File: config.mk
export PLATFORM = sky130hd
export DESIGN_NAME = seven_seg_scan
export DESIGN_NICKNAME = d
export VERILOG_FILES = /design/src/rtl/seven_seg_scan.sv
export SDC_FILE = /design/constraint.sdc
export NUM_CORES = 1
export LEC_CHECK = 0
export ABC_CLOCK_PERIOD_IN_PS = 2300
export CAP_MARGIN = 40
export CORE_MARGIN = 2
export CORE_UTILIZATION = 45
export CTS_BUF_LIST = sky130_fd_sc_hd__clkbuf_2 sky130_fd_sc_hd__clkbuf_4 sky130_fd_sc_hd__clkbuf_8
export CTS_CLUSTER_SIZE = 40
export DETAILED_ROUTE_END_ITERATION = 6
export PLACE_DENSITY = 0.68
export SLEW_MARGIN = 20
export SYNTH_ARGS = -nofsm -noshare
export SYNTH_HDL_FRONTEND = slang
export SYNTH_SLANG_ARGS = --single-unit
File: constraint.sdc
create_clock -name CLK -period 2.3 [get_ports CLK]
set_input_delay 0.46 -clock CLK [delete_from_list [all_inputs] [get_ports CLK]]
set_output_delay 0.46 -clock CLK [all_outputs]
set_load 0.1 [all_outputs]
File: src/rtl/seven_seg_scan.sv
// rtl/seven_seg_scan.sv - four-digit multiplexed seven-segment scanner
// Frame-latched BCD digits, optional leading-zero blanking, registered active-low outputs.
module seven_seg_scan #(
  parameter int REFRESH_DIV = 100000
) (
  input  logic       CLK,
  input  logic       RESET,
  input  logic [3:0] sec_out0,
  input  logic [3:0] sec_out1,
  input  logic [3:0] sec_out2,
  input  logic [3:0] sec_out3,
  input  logic       LZ_BLANK,
  output logic [3:0] AN,
  output logic [6:0] SEG,
  output logic       DP
);

  localparam int CW = (REFRESH_DIV > 2) ? $clog2(REFRESH_DIV) : 1;
  localparam logic [CW-1:0] DIV_LAST = CW'(REFRESH_DIV - 1);

  logic [CW-1:0] div_cnt;
  logic [1:0]    idx;
  logic [3:0]    sh0, sh1, sh2, sh3;
  logic          tick;
  logic [3:0]    digit;
  logic          z1, z2, z3;
  logic          lz_kill;
  logic [6:0]    seg_next;
  logic [3:0]    an_next;

  assign tick = (div_cnt == DIV_LAST);
  assign DP   = 1'b1;

  always_ff @(posedge CLK) begin
    if (RESET) begin
      div_cnt <= '0;
      idx     <= 2'd0;
      sh0     <= 4'hF;
      sh1     <= 4'hF;
      sh2     <= 4'hF;
      sh3     <= 4'hF;
      AN      <= 4'hF;
      SEG     <= 7'h7F;
    end else begin
      div_cnt <= tick ? '0 : div_cnt + CW'(1);
      if (tick) begin
        idx <= idx + 2'd1;
        // whole frame captured at once so digits never tear mid-scan
        if (idx == 2'd3) begin
          sh0 <= sec_out0;
          sh1 <= sec_out1;
          sh2 <= sec_out2;
          sh3 <= sec_out3;
        end
      end
      AN  <= an_next;
      SEG <= seg_next;
    end
  end

  always_comb begin
    digit   = sh0;
    an_next = 4'b1110;
    case (idx)
      2'd0: begin digit = sh0; an_next = 4'b1110; end
      2'd1: begin digit = sh1; an_next = 4'b1101; end
      2'd2: begin digit = sh2; an_next = 4'b1011; end
      2'd3: begin digit = sh3; an_next = 4'b0111; end
      default: ;
    endcase
  end

  // a blank code (15) counts as a leading zero as well
  always_comb begin
    z1 = (sh1 == 4'd0) || (sh1 == 4'hF);
    z2 = (sh2 == 4'd0) || (sh2 == 4'hF);
    z3 = (sh3 == 4'd0) || (sh3 == 4'hF);
    lz_kill = 1'b0;
    case (idx)
      2'd1: lz_kill = z3 & z2 & z1;
      2'd2: lz_kill = z3 & z2;
      2'd3: lz_kill = z3;
      default: lz_kill = 1'b0;
    endcase
    lz_kill = lz_kill & LZ_BLANK;
  end

  always_comb begin
    seg_next = 7'b1111111;
    if (!lz_kill) begin
      case (digit)
        4'd0: seg_next = 7'b1000000;
        4'd1: seg_next = 7'b1111001;
        4'd2: seg_next = 7'b0100100;
        4'd3: seg_next = 7'b0110000;
        4'd4: seg_next = 7'b0011001;
        4'd5: seg_next = 7'b0010010;
        4'd6: seg_next = 7'b0000010;
        4'd7: seg_next = 7'b1111000;
        4'd8: seg_next = 7'b0000000;
        4'd9: seg_next = 7'b0010000;
        4'hF: seg_next = 7'b1111111;
        default: seg_next = 7'b0111111;
      endcase
    end
  end

endmodule

==> flow_metrics.py, run 1 <==
metrics = {
    "clock_tree": {
        "root_buffer": "clkbuf_8",
        "hold_buffers": 0,
        "path_clk_slew_ps": 80,
        "h-tree-depth": 2,
        "cts.sinks": 46,
        "insertion_delay_ps": 290,
        "cts_tree": "built",
        "clock_path_buffers": 2,
        "cts_buffers": 5,
    },
    "synth": {
        "ys_seq_elements": 46,
        "syn_inst": 238,
        "seq_area_frac_synth": 0.421,
        "synth_edf_count": 0,
        "synth_top_area_share": 0.421,
        "syn_area_um2": 2190,
        "yosysUniqueCellTypes": 40,
        "synth_area_leaders": "dfxtp_1 (42%), nor2_1 (7.0%), nor3_2 (6.4%)",
        "synthArstFlopShare": 0,
        "yosys_warnings": 0,
        "avgSynthCellArea_um2": 9.19,
        "yosys.area.top_type": "dfxtp_1",
        "yosysMostFrequentCell": "dfxtp_1",
        "synth_flop_cell": "dfxtp_1",
        "synth_common_cells": "dfxtp_1 (46), nor2_1 (41), a21oi_1 (18)",
        "syn_nets": 268,
    },
    "sta": {
        "finalCritPeriodShare": 0.926,
        "hold_viol_final": 0,
        "maxSlewViolCount": 0,
        "grt_setup_unrepaired": "false",
        "fin_ws_ps": 169,
        "fmax_mhz": 469,
        "final.setup_skew_ps": 5.37,
        "max-slew-margin-rel": 0.558,
        "finalSetupTns_ps": 0,
        "hold_ws_ps": 472,
        "fin_crit_ps": 2130,
        "finalSetupViolCount": 0,
        "worst_pin_slew_ps": 645,
    },
    "final_layout": {
        "fin_util": 0.559,
        "instances_no_fill": 324,
        "fin_nets": 300,
        "drive_above_1_share": 0.189,
        "num_antenna_cells": 0,
        "final_area_um2": 2620,
        "area_delta_synth_final_pct": 19.9,
    },
    "grt": {
        "overflow": 0,
        "grt.busiest_layer": "met1",
        "grt_use_total": 0.148,
        "first_global_vias": 1414,
        "grtUsageMet1": 0.213,
        "grt_max_degree": 31,
        "grtUsageMet2": 0.211,
        "antenna_found_initial": 0,
        "grt_pass1_wl_um": 6350,
        "met3_usage": 0.0466,
    },
    "power_and_ir_drop": {
        "seqPwrFrac": 0.543,
        "power_frac_comb": 0.055,
        "ir_drop_mv": 0.282,
        "clkPwrFrac": 0.402,
        "powerDensity_nw_per_um2": 566,
        "power_mw": 1.48,
        "switchingPower_mw": 0.297,
        "leakagePower_nw": 1.04,
        "sw_frac_of_total": 0.200,
        "internal_power_mw": 1.19,
    },
    "setup_path": {
        "cp_max_fo": 6,
        "crit_required_ps": 2480,
        "crit_path_start_kind": "flop",
        "setup.worst_path.class": "reg -> reg",
        "worstPathArrival_ps": 2310,
        "crit_path_end_kind": "flop",
    },
    "placed_design": {
        "pre_cts_slack_ps": 82.7,
        "placed_area_um2": 2480,
        "port_buffers": 29,
        "gp_congestion": 0.839,
        "placed_cells": 315,
        "hpwlAfterDp_um": 2750,
    },
    "routing": {
        "drtIter0Drc": 96,
        "vias": 1675,
        "drc": 0,
        "wl_um": 3830,
        "routed_via_density": 5.17,
        "drtPass1Iterations": 7,
        "wl_per_cell_um": 11.8,
        "antenna_left": 0,
    },
    "floorplanning": {
        "num_rows": 25,
        "initial_core_util": 0.466,
        "die_h_um": 73.7,
        "io_pins": 31,
        "fp.dieArea_um2": 5430,
        "core-area_um2": 4690,
        "fp.dieW_um": 73.7,
    },
    "outcome": {
        "status": "complete, no violations",
    },
    "job": {
        "drv_cap": 0,
    },
    "worst_hold_path": {
        "hold_path.class": "reg -> reg",
    },
}
-- critical path, stage by stage (launching register included) --
cell     delay (ps)
dfxtp_1         340
inv_1           120
ha_1            360
mux2i_1         410
inv_1           140
ha_1            290
nor2b_1         150
o21ba_2         150
o21ai_0          60
-- metal layers --
layer	wire length, um	vias up
met3	178	4
met2	1650	39
met1	1990	750
met5	0	-
met4	20	0
li1	-	882
-- repair_timing --
item | 4_1_cts | 5_1_grt
gates resized for setup | 0 | 5
buffers inserted | 0 | 2
endpoints found under the setup margin | 0 | 5
-- cell type report --
type	count	area, um2
inverter	11	41.3
clock inverter	1	30.0
tap	54	67.6
multi-input combinational	169	1150
clock buffer	6	82.6
timing repair buffer	37	323
fill	441	2070
sequential	46	922
-- logic make-up after synthesis --
kind of cell	after synthesis	share of synthesized area
xor gates and xnor gates	16	0.0641
AOI/OAI and AO/OA	35	0.101
and+or+nand+nor	100	0.265
buffers and inverters	23	0.0555
muxes	6	0.0280
other	1	0.00171
DFF	46	0.421
adders and majority gates	11	0.0629
-- sequential cells by signal, indices dropped and copies added (netlist names) --
signal,cells
AN,4
SEG,7
div_cnt,17
idx,2
sh0,4
sh1,4
sh2,4
sh3,4
-- power groups by stage --
stage          Combinational [mW]  Clock, mW  Sequential, mW
3_3_place_gp               0.0823          0           0.824
5_1_grt                    0.0883      0.656           0.807
3_5_place_dp               0.0826          0           0.824
6_report                   0.0819      0.597           0.805
2_1_floorplan              0.0364          0           0.831
4_1_cts                    0.0828      0.623           0.806
-- worst paths after layout --
check	cells past startpoint	slack, ps	from	to
hold reg to reg	1	470	div_cnt[0]	div_cnt[0]
hold / removal	1	470	div_cnt[0]	div_cnt[0]
setup / recovery	8	170	idx[1]	SEG[3]
setup reg to reg	8	170	idx[1]	SEG[3]
-- placed cells by master (no fill, tap or decap), types with 2 or more instances in the layout --
master,count
and3_1,3
clkdlybuf4s50_1,18
xor2_1,12
nand3_1,7
mux2i_2,2
nand2_1,7
a211oi_1,3
xnor2_1,4
nor3_1,3
buf_4,19
o21ai_0,5
nand2b_1,5
mux2i_1,3
nor2b_1,2
a222oi_1,4
or4_1,2
and4_1,2
nand4_1,7
clkbuf_8,6
inv_1,10
a21oi_1,18
ha_1,10
nor2_1,41
nor3_2,14
dfxtp_1,45
(Power assumes the default switching activity.)
==> run 2, diff against run 1 <==
Settings changed: CORE_UTILIZATION 45 to 50, HOLD_SLACK_MARGIN set to 0.12, PLACE_DENSITY 0.68 to 0.74.
==> flow_metrics.py, run 2 (synthesis gave the netlist of run 1 again) <==
metrics = {
    "outcome": {
        "status": "complete, no violations",
    },
    "sta": {
        "finalCritPeriodShare": 0.930,
        "hold_viol_final": 0,
        "final.setup_skew_ps": 5.87,
        "fin_crit_ps": 2140,
        "maxSlewViolCount": 0,
        "max-slew-margin-rel": 0.577,
        "fin_ws_ps": 160,
        "worst_pin_slew_ps": 616,
        "fmax_mhz": 467,
        "finalSetupViolCount": 0,
    },
    "final_layout": {
        "drive_above_1_share": 0.182,
        "fin_nets": 298,
        "num_antenna_cells": 0,
        "fill_cells": 376,
        "multi_input_area_um2": 1150,
        "final_common_cell": "dfxtp_1",
        "largest_reg_flops": 17,
        "area_delta_synth_final_pct": 18.1,
        "ff_latch_area_um2": 922,
        "reg_top3": "div_cnt: 17 flops, SEG: 7 flops",
        "top_register": "div_cnt",
        "final_cell_mix": "dfxtp_1 (45), nor2_1 (41), a21oi_1 (18), clkdlybuf4s50_1 (18), buf_4 (17)",
    },
    "routing": {
        "drtPass1Iterations": 5,
        "drc": 0,
        "drtIter0Drc": 115,
        "routed_via_density": 5.19,
        "wl_per_cell_um": 11.6,
        "wl_um": 3730,
        "antenna_left": 0,
        "vias": 1665,
    },
    "setup_path": {
        "crit_path_end_kind": "flop",
        "crit_family": "adder cells",
        "crit_path_start_kind": "flop",
        "crit_slowest_cell": "dfxtp_2",
        "critical_path_depth": 9,
        "r2r-end": "SEG[0]",
        "rr_startpoint": "idx[0]",
        "cp_max_fo": 6,
        "cp_common_cell": "ha_1",
        "setup.worst_path.class": "reg -> reg",
        "worstPathArrival_ps": 2320,
        "cp_slowest_stage_delay_ps": 380,
        "worstPathCellList": "inv_1 -> ha_1 -> a222oi_1 -> mux2i_1 -> buf_4 -> ha_1 -> mux2_2 -> nor2_1 -> o21ai_0",
        "rrSetupSlack_ps": 160,
        "crit_required_ps": 2480,
        "reg2regPathDepth": 9,
        "crit_buf_inv": 2,
    },
    "grt": {
        "overflow": 0,
        "grt_max_degree": 33,
        "antenna_found_initial": 0,
        "grt_pass1_wl_um": 6840,
        "first_global_vias": 1550,
        "grt_use_total": 0.169,
    },
    "floorplanning": {
        "num_rows": 24,
        "io_pins": 31,
        "fp.dieArea_um2": 4920,
        "core-area_um2": 4290,
        "fp.dieW_um": 70.1,
        "die_h_um": 70.1,
        "initial_core_util": 0.509,
    },
    "worst_hold_path": {
        "min_to": "div_cnt[0]",
        "hold_path.class": "reg -> reg",
        "worstHoldStart": "div_cnt[0]",
        "hold-path-cell-count": 1,
    },
    "power_and_ir_drop": {
        "ir_drop_mv": 0.251,
        "powerDensity_nw_per_um2": 537,
        "leakagePower_nw": 1.03,
        "power_mw": 1.39,
    },
    "clock_tree": {
        "hold_buffers": 0,
        "cts_tree": "built",
        "cts_buffers": 5,
        "insertion_delay_ps": 290,
        "cts.sinks": 46,
        "h-tree-depth": 2,
        "root_buffer": "clkbuf_8",
        "path_clk_slew_ps": 80,
        "clock_path_buffers": 2,
    },
    "job": {
        "drv_cap": 0,
    },
    "placed_design": {
        "gp_congestion": 0.803,
        "hpwlAfterDp_um": 2780,
        "pre_cts_slack_ps": 110,
        "port_buffers": 29,
    },
}
run 2: per-layer routing:
layer | track usage | vias up | wire, um
li1 | - | 884 | -
met1 | 0.223 | 738 | 1840
met2 | 0.270 | 41 | 1680
met3 | 0.0361 | 2 | 188
met4 | 0.0662 | 0 | 25
met5 | 0 | - | 0
run 2: cell type report:
| cell class | instances | share of cell area |
|---|---|---|
| Clock buffer | 7 | 0.0349 |
| Clock inverter | 1 | 0.00194 |
| Inverter | 11 | 0.0160 |
| Multi-Input combinational cell | 169 | 0.446 |
| Sequential cell | 46 | 0.357 |
| Tap cell | 52 | 0.0252 |
| Timing Repair Buffer | 35 | 0.119 |
run 2: worst max-delay path by stage:
stage | end | startpoint
after floorplan | SEG[0] | idx[0]
after global placement | SEG[3] | idx[0]
after detailed placement | SEG[3] | idx[0]
after CTS | SEG[3] | idx[0]
after global routing | SEG[0] | idx[0]
final | SEG[0] | idx[0]
run 2: through the flow:
step / instances / hold WS (ps) / setup TNS (ps) / area (um2) / utilization
2_1_floorplan: 238 / 430 / 0 / 2190 / -
3_3_place_gp: 312 / 447 / 0 / 2470 / 0.576
3_5_place_dp: 312 / 454 / 0 / 2470 / 0.576
4_1_cts: 320 / 473 / 0 / 2570 / 0.598
5_1_grt: 321 / 514 / -15.3 / 2580 / 0.602
6_report: 321 / 467 / 0 / 2580 / 0.602
run 2: worst register-to-register path, delay by kind of cell, from the launching register on:
kind	cells	cell delay [ps]
fa+ha+maj	2	460
compound gates	2	450
mux	2	430
flops	1	380
buf+inv	2	240
simple gates	1	80
run 2: where the power goes:
part	internal (mW)	switching, mW	leakage (nW)
Clock	0.254	0.247	0.0517
Combinational	0.0392	0.0425	0.607
Sequential	0.801	0.00442	0.373
run 2: what timing repair did:
action | 4_1_cts | 5_1_grt
gates resized for setup | 0 | 4
setup endpoints to repair | 0 | 5
setup buffers | 0 | 1
==> run 3, diff against run 2 <==
Settings changed: CORE_ASPECT_RATIO set to 1.1, CTS_CLUSTER_DIAMETER set to 200.
==> flow_metrics.py, run 3 (synthesis gave the netlist of run 1 again) <==
metrics = {
    "sta": {
        "fin_ws_ps": 131,
        "finalCritPeriodShare": 0.943,
        "max-slew-margin-rel": 0.545,
        "final.setup_skew_ps": 3.68,
        "fmax_mhz": 461,
        "fin_crit_ps": 2170,
        "grt_setup_unrepaired": "false",
        "finalSetupViolCount": 0,
        "hold_ws_ps": 468,
        "maxSlewViolCount": 0,
        "finalSetupTns_ps": 0,
        "worst_pin_slew_ps": 664,
        "hold_viol_final": 0,
    },
    "routing": {
        "antenna_left": 0,
        "wl_per_cell_um": 11.9,
        "wl_um": 3850,
        "drtIter0Drc": 156,
        "routed_via_density": 5.18,
        "vias": 1667,
        "drtPass1Iterations": 7,
        "drc": 0,
    },
    "placed_design": {
        "gp_congestion": 0.939,
        "port_buffers": 29,
        "placed_cells": 313,
        "pre_cts_slack_ps": 108,
        "hpwlAfterDp_um": 2710,
    },
    "setup_path": {
        "crit_path_end_kind": "flop",
        "cp_max_fo": 6,
        "crit_required_ps": 2490,
        "crit_path_start_kind": "flop",
        "worstPathArrival_ps": 2360,
        "setup.worst_path.class": "reg -> reg",
    },
    "final_layout": {
        "num_antenna_cells": 0,
        "reg_top3": "div_cnt: 17 flops, SEG: 7 flops",
        "instances_no_fill": 322,
        "fin_util": 0.611,
        "top_register": "div_cnt",
        "final_cell_mix": "dfxtp_1 (44), nor2_1 (41), a21oi_1 (18), clkdlybuf4s50_1 (18), buf_4 (16)",
        "largest_reg_flops": 17,
        "final_common_cell": "dfxtp_1",
        "fin_nets": 297,
        "drive_above_1_share": 0.183,
        "area_delta_synth_final_pct": 18.9,
    },
    "grt": {
        "grt_pass1_wl_um": 6680,
        "antenna_found_initial": 0,
        "grt_use_total": 0.177,
        "first_global_vias": 1480,
        "grt_max_degree": 35,
        "overflow": 0,
    },
    "floorplanning": {
        "fp.dieW_um": 67.1,
        "initial_core_util": 0.514,
        "fp.dieArea_um2": 4920,
        "core-area_um2": 4250,
        "num_rows": 25,
        "die_h_um": 73.4,
        "io_pins": 31,
    },
    "outcome": {
        "status": "complete, no violations",
    },
    "clock_tree": {
        "hold_buffers": 0,
        "root_buffer": "clkbuf_8",
        "path_clk_slew_ps": 80,
        "insertion_delay_ps": 300,
        "cts_tree": "built",
        "h-tree-depth": 2,
        "cts.sinks": 46,
        "clock_path_buffers": 2,
        "cts_buffers": 5,
    },
    "worst_hold_path": {
        "hold_path.class": "reg -> reg",
    },
    "power_and_ir_drop": {
        "powerDensity_nw_per_um2": 576,
        "ir_drop_mv": 0.452,
        "leakagePower_nw": 1.04,
    },
    "job": {
        "drv_cap": 0,
    },
}
==> run 3: final cells by class <==
type / count / area [um2]
Timing Repair Buffer: 34 / 300
Clock inverter: 1 / 30.0
Sequential cell: 46 / 923
Tap cell: 54 / 67.6
Fill cell: 408 / 1650
Multi-Input combinational cell: 169 / 1150
Inverter: 11 / 41.3
Clock buffer: 7 / 83.8
==> run 3: where the power goes <==
part / total (mW) / leakage [nW] / internal [mW] / switching [mW]
registers: 0.805 / 0.374 / 0.801 / 0.00447
logic: 0.0807 / 0.603 / 0.0380 / 0.0426
clock network: 0.613 / 0.0593 / 0.349 / 0.264
==> run 3: metal layers <==
layer	part of all wire	vias up	track usage
li1	-	876	-
met1	0.48	741	0.229
met2	0.45	44	0.274
met3	0.053	6	0.0536
met4	0.017	0	0.0726
met5	0	-	0
==> run 3: final timing paths <==
| check | startpoint | end | slack (ps) | cells past startpoint |
|---|---|---|---|---|
| worst max-delay path | idx[1] | SEG[3] | 130 | 8 |
| worst min-delay path | div_cnt[0] | div_cnt[0] | 470 | 1 |
| worst max register to register | idx[1] | SEG[3] | 130 | 8 |
| worst min register to register | div_cnt[0] | div_cnt[0] | 470 | 1 |
==> run 3: what timing repair did <==
item,4_1_cts,5_1_grt
setup buffers,0,1
endpoints found under the setup margin,0,6
gates resized for setup,0,5
==> run 3: per-stage QoR <==
stage	power, mW	instance area [um2]
after floorplan	0.867	2190
after global placement	0.905	2470
after detailed placement	0.906	2470
after CTS	1.51	2580
after global routing	1.55	2600
final	1.50	2600
==> run 3: worst max-delay path, stage by stage, from the launching register on <==
cell and delay [ps]:
dfxtp_2 350, inv_1 100, ha_1 360, mux2i_1 410, inv_1 150, ha_1 290
nor2b_1 180, o21ba_2 170, o21ai_0 60
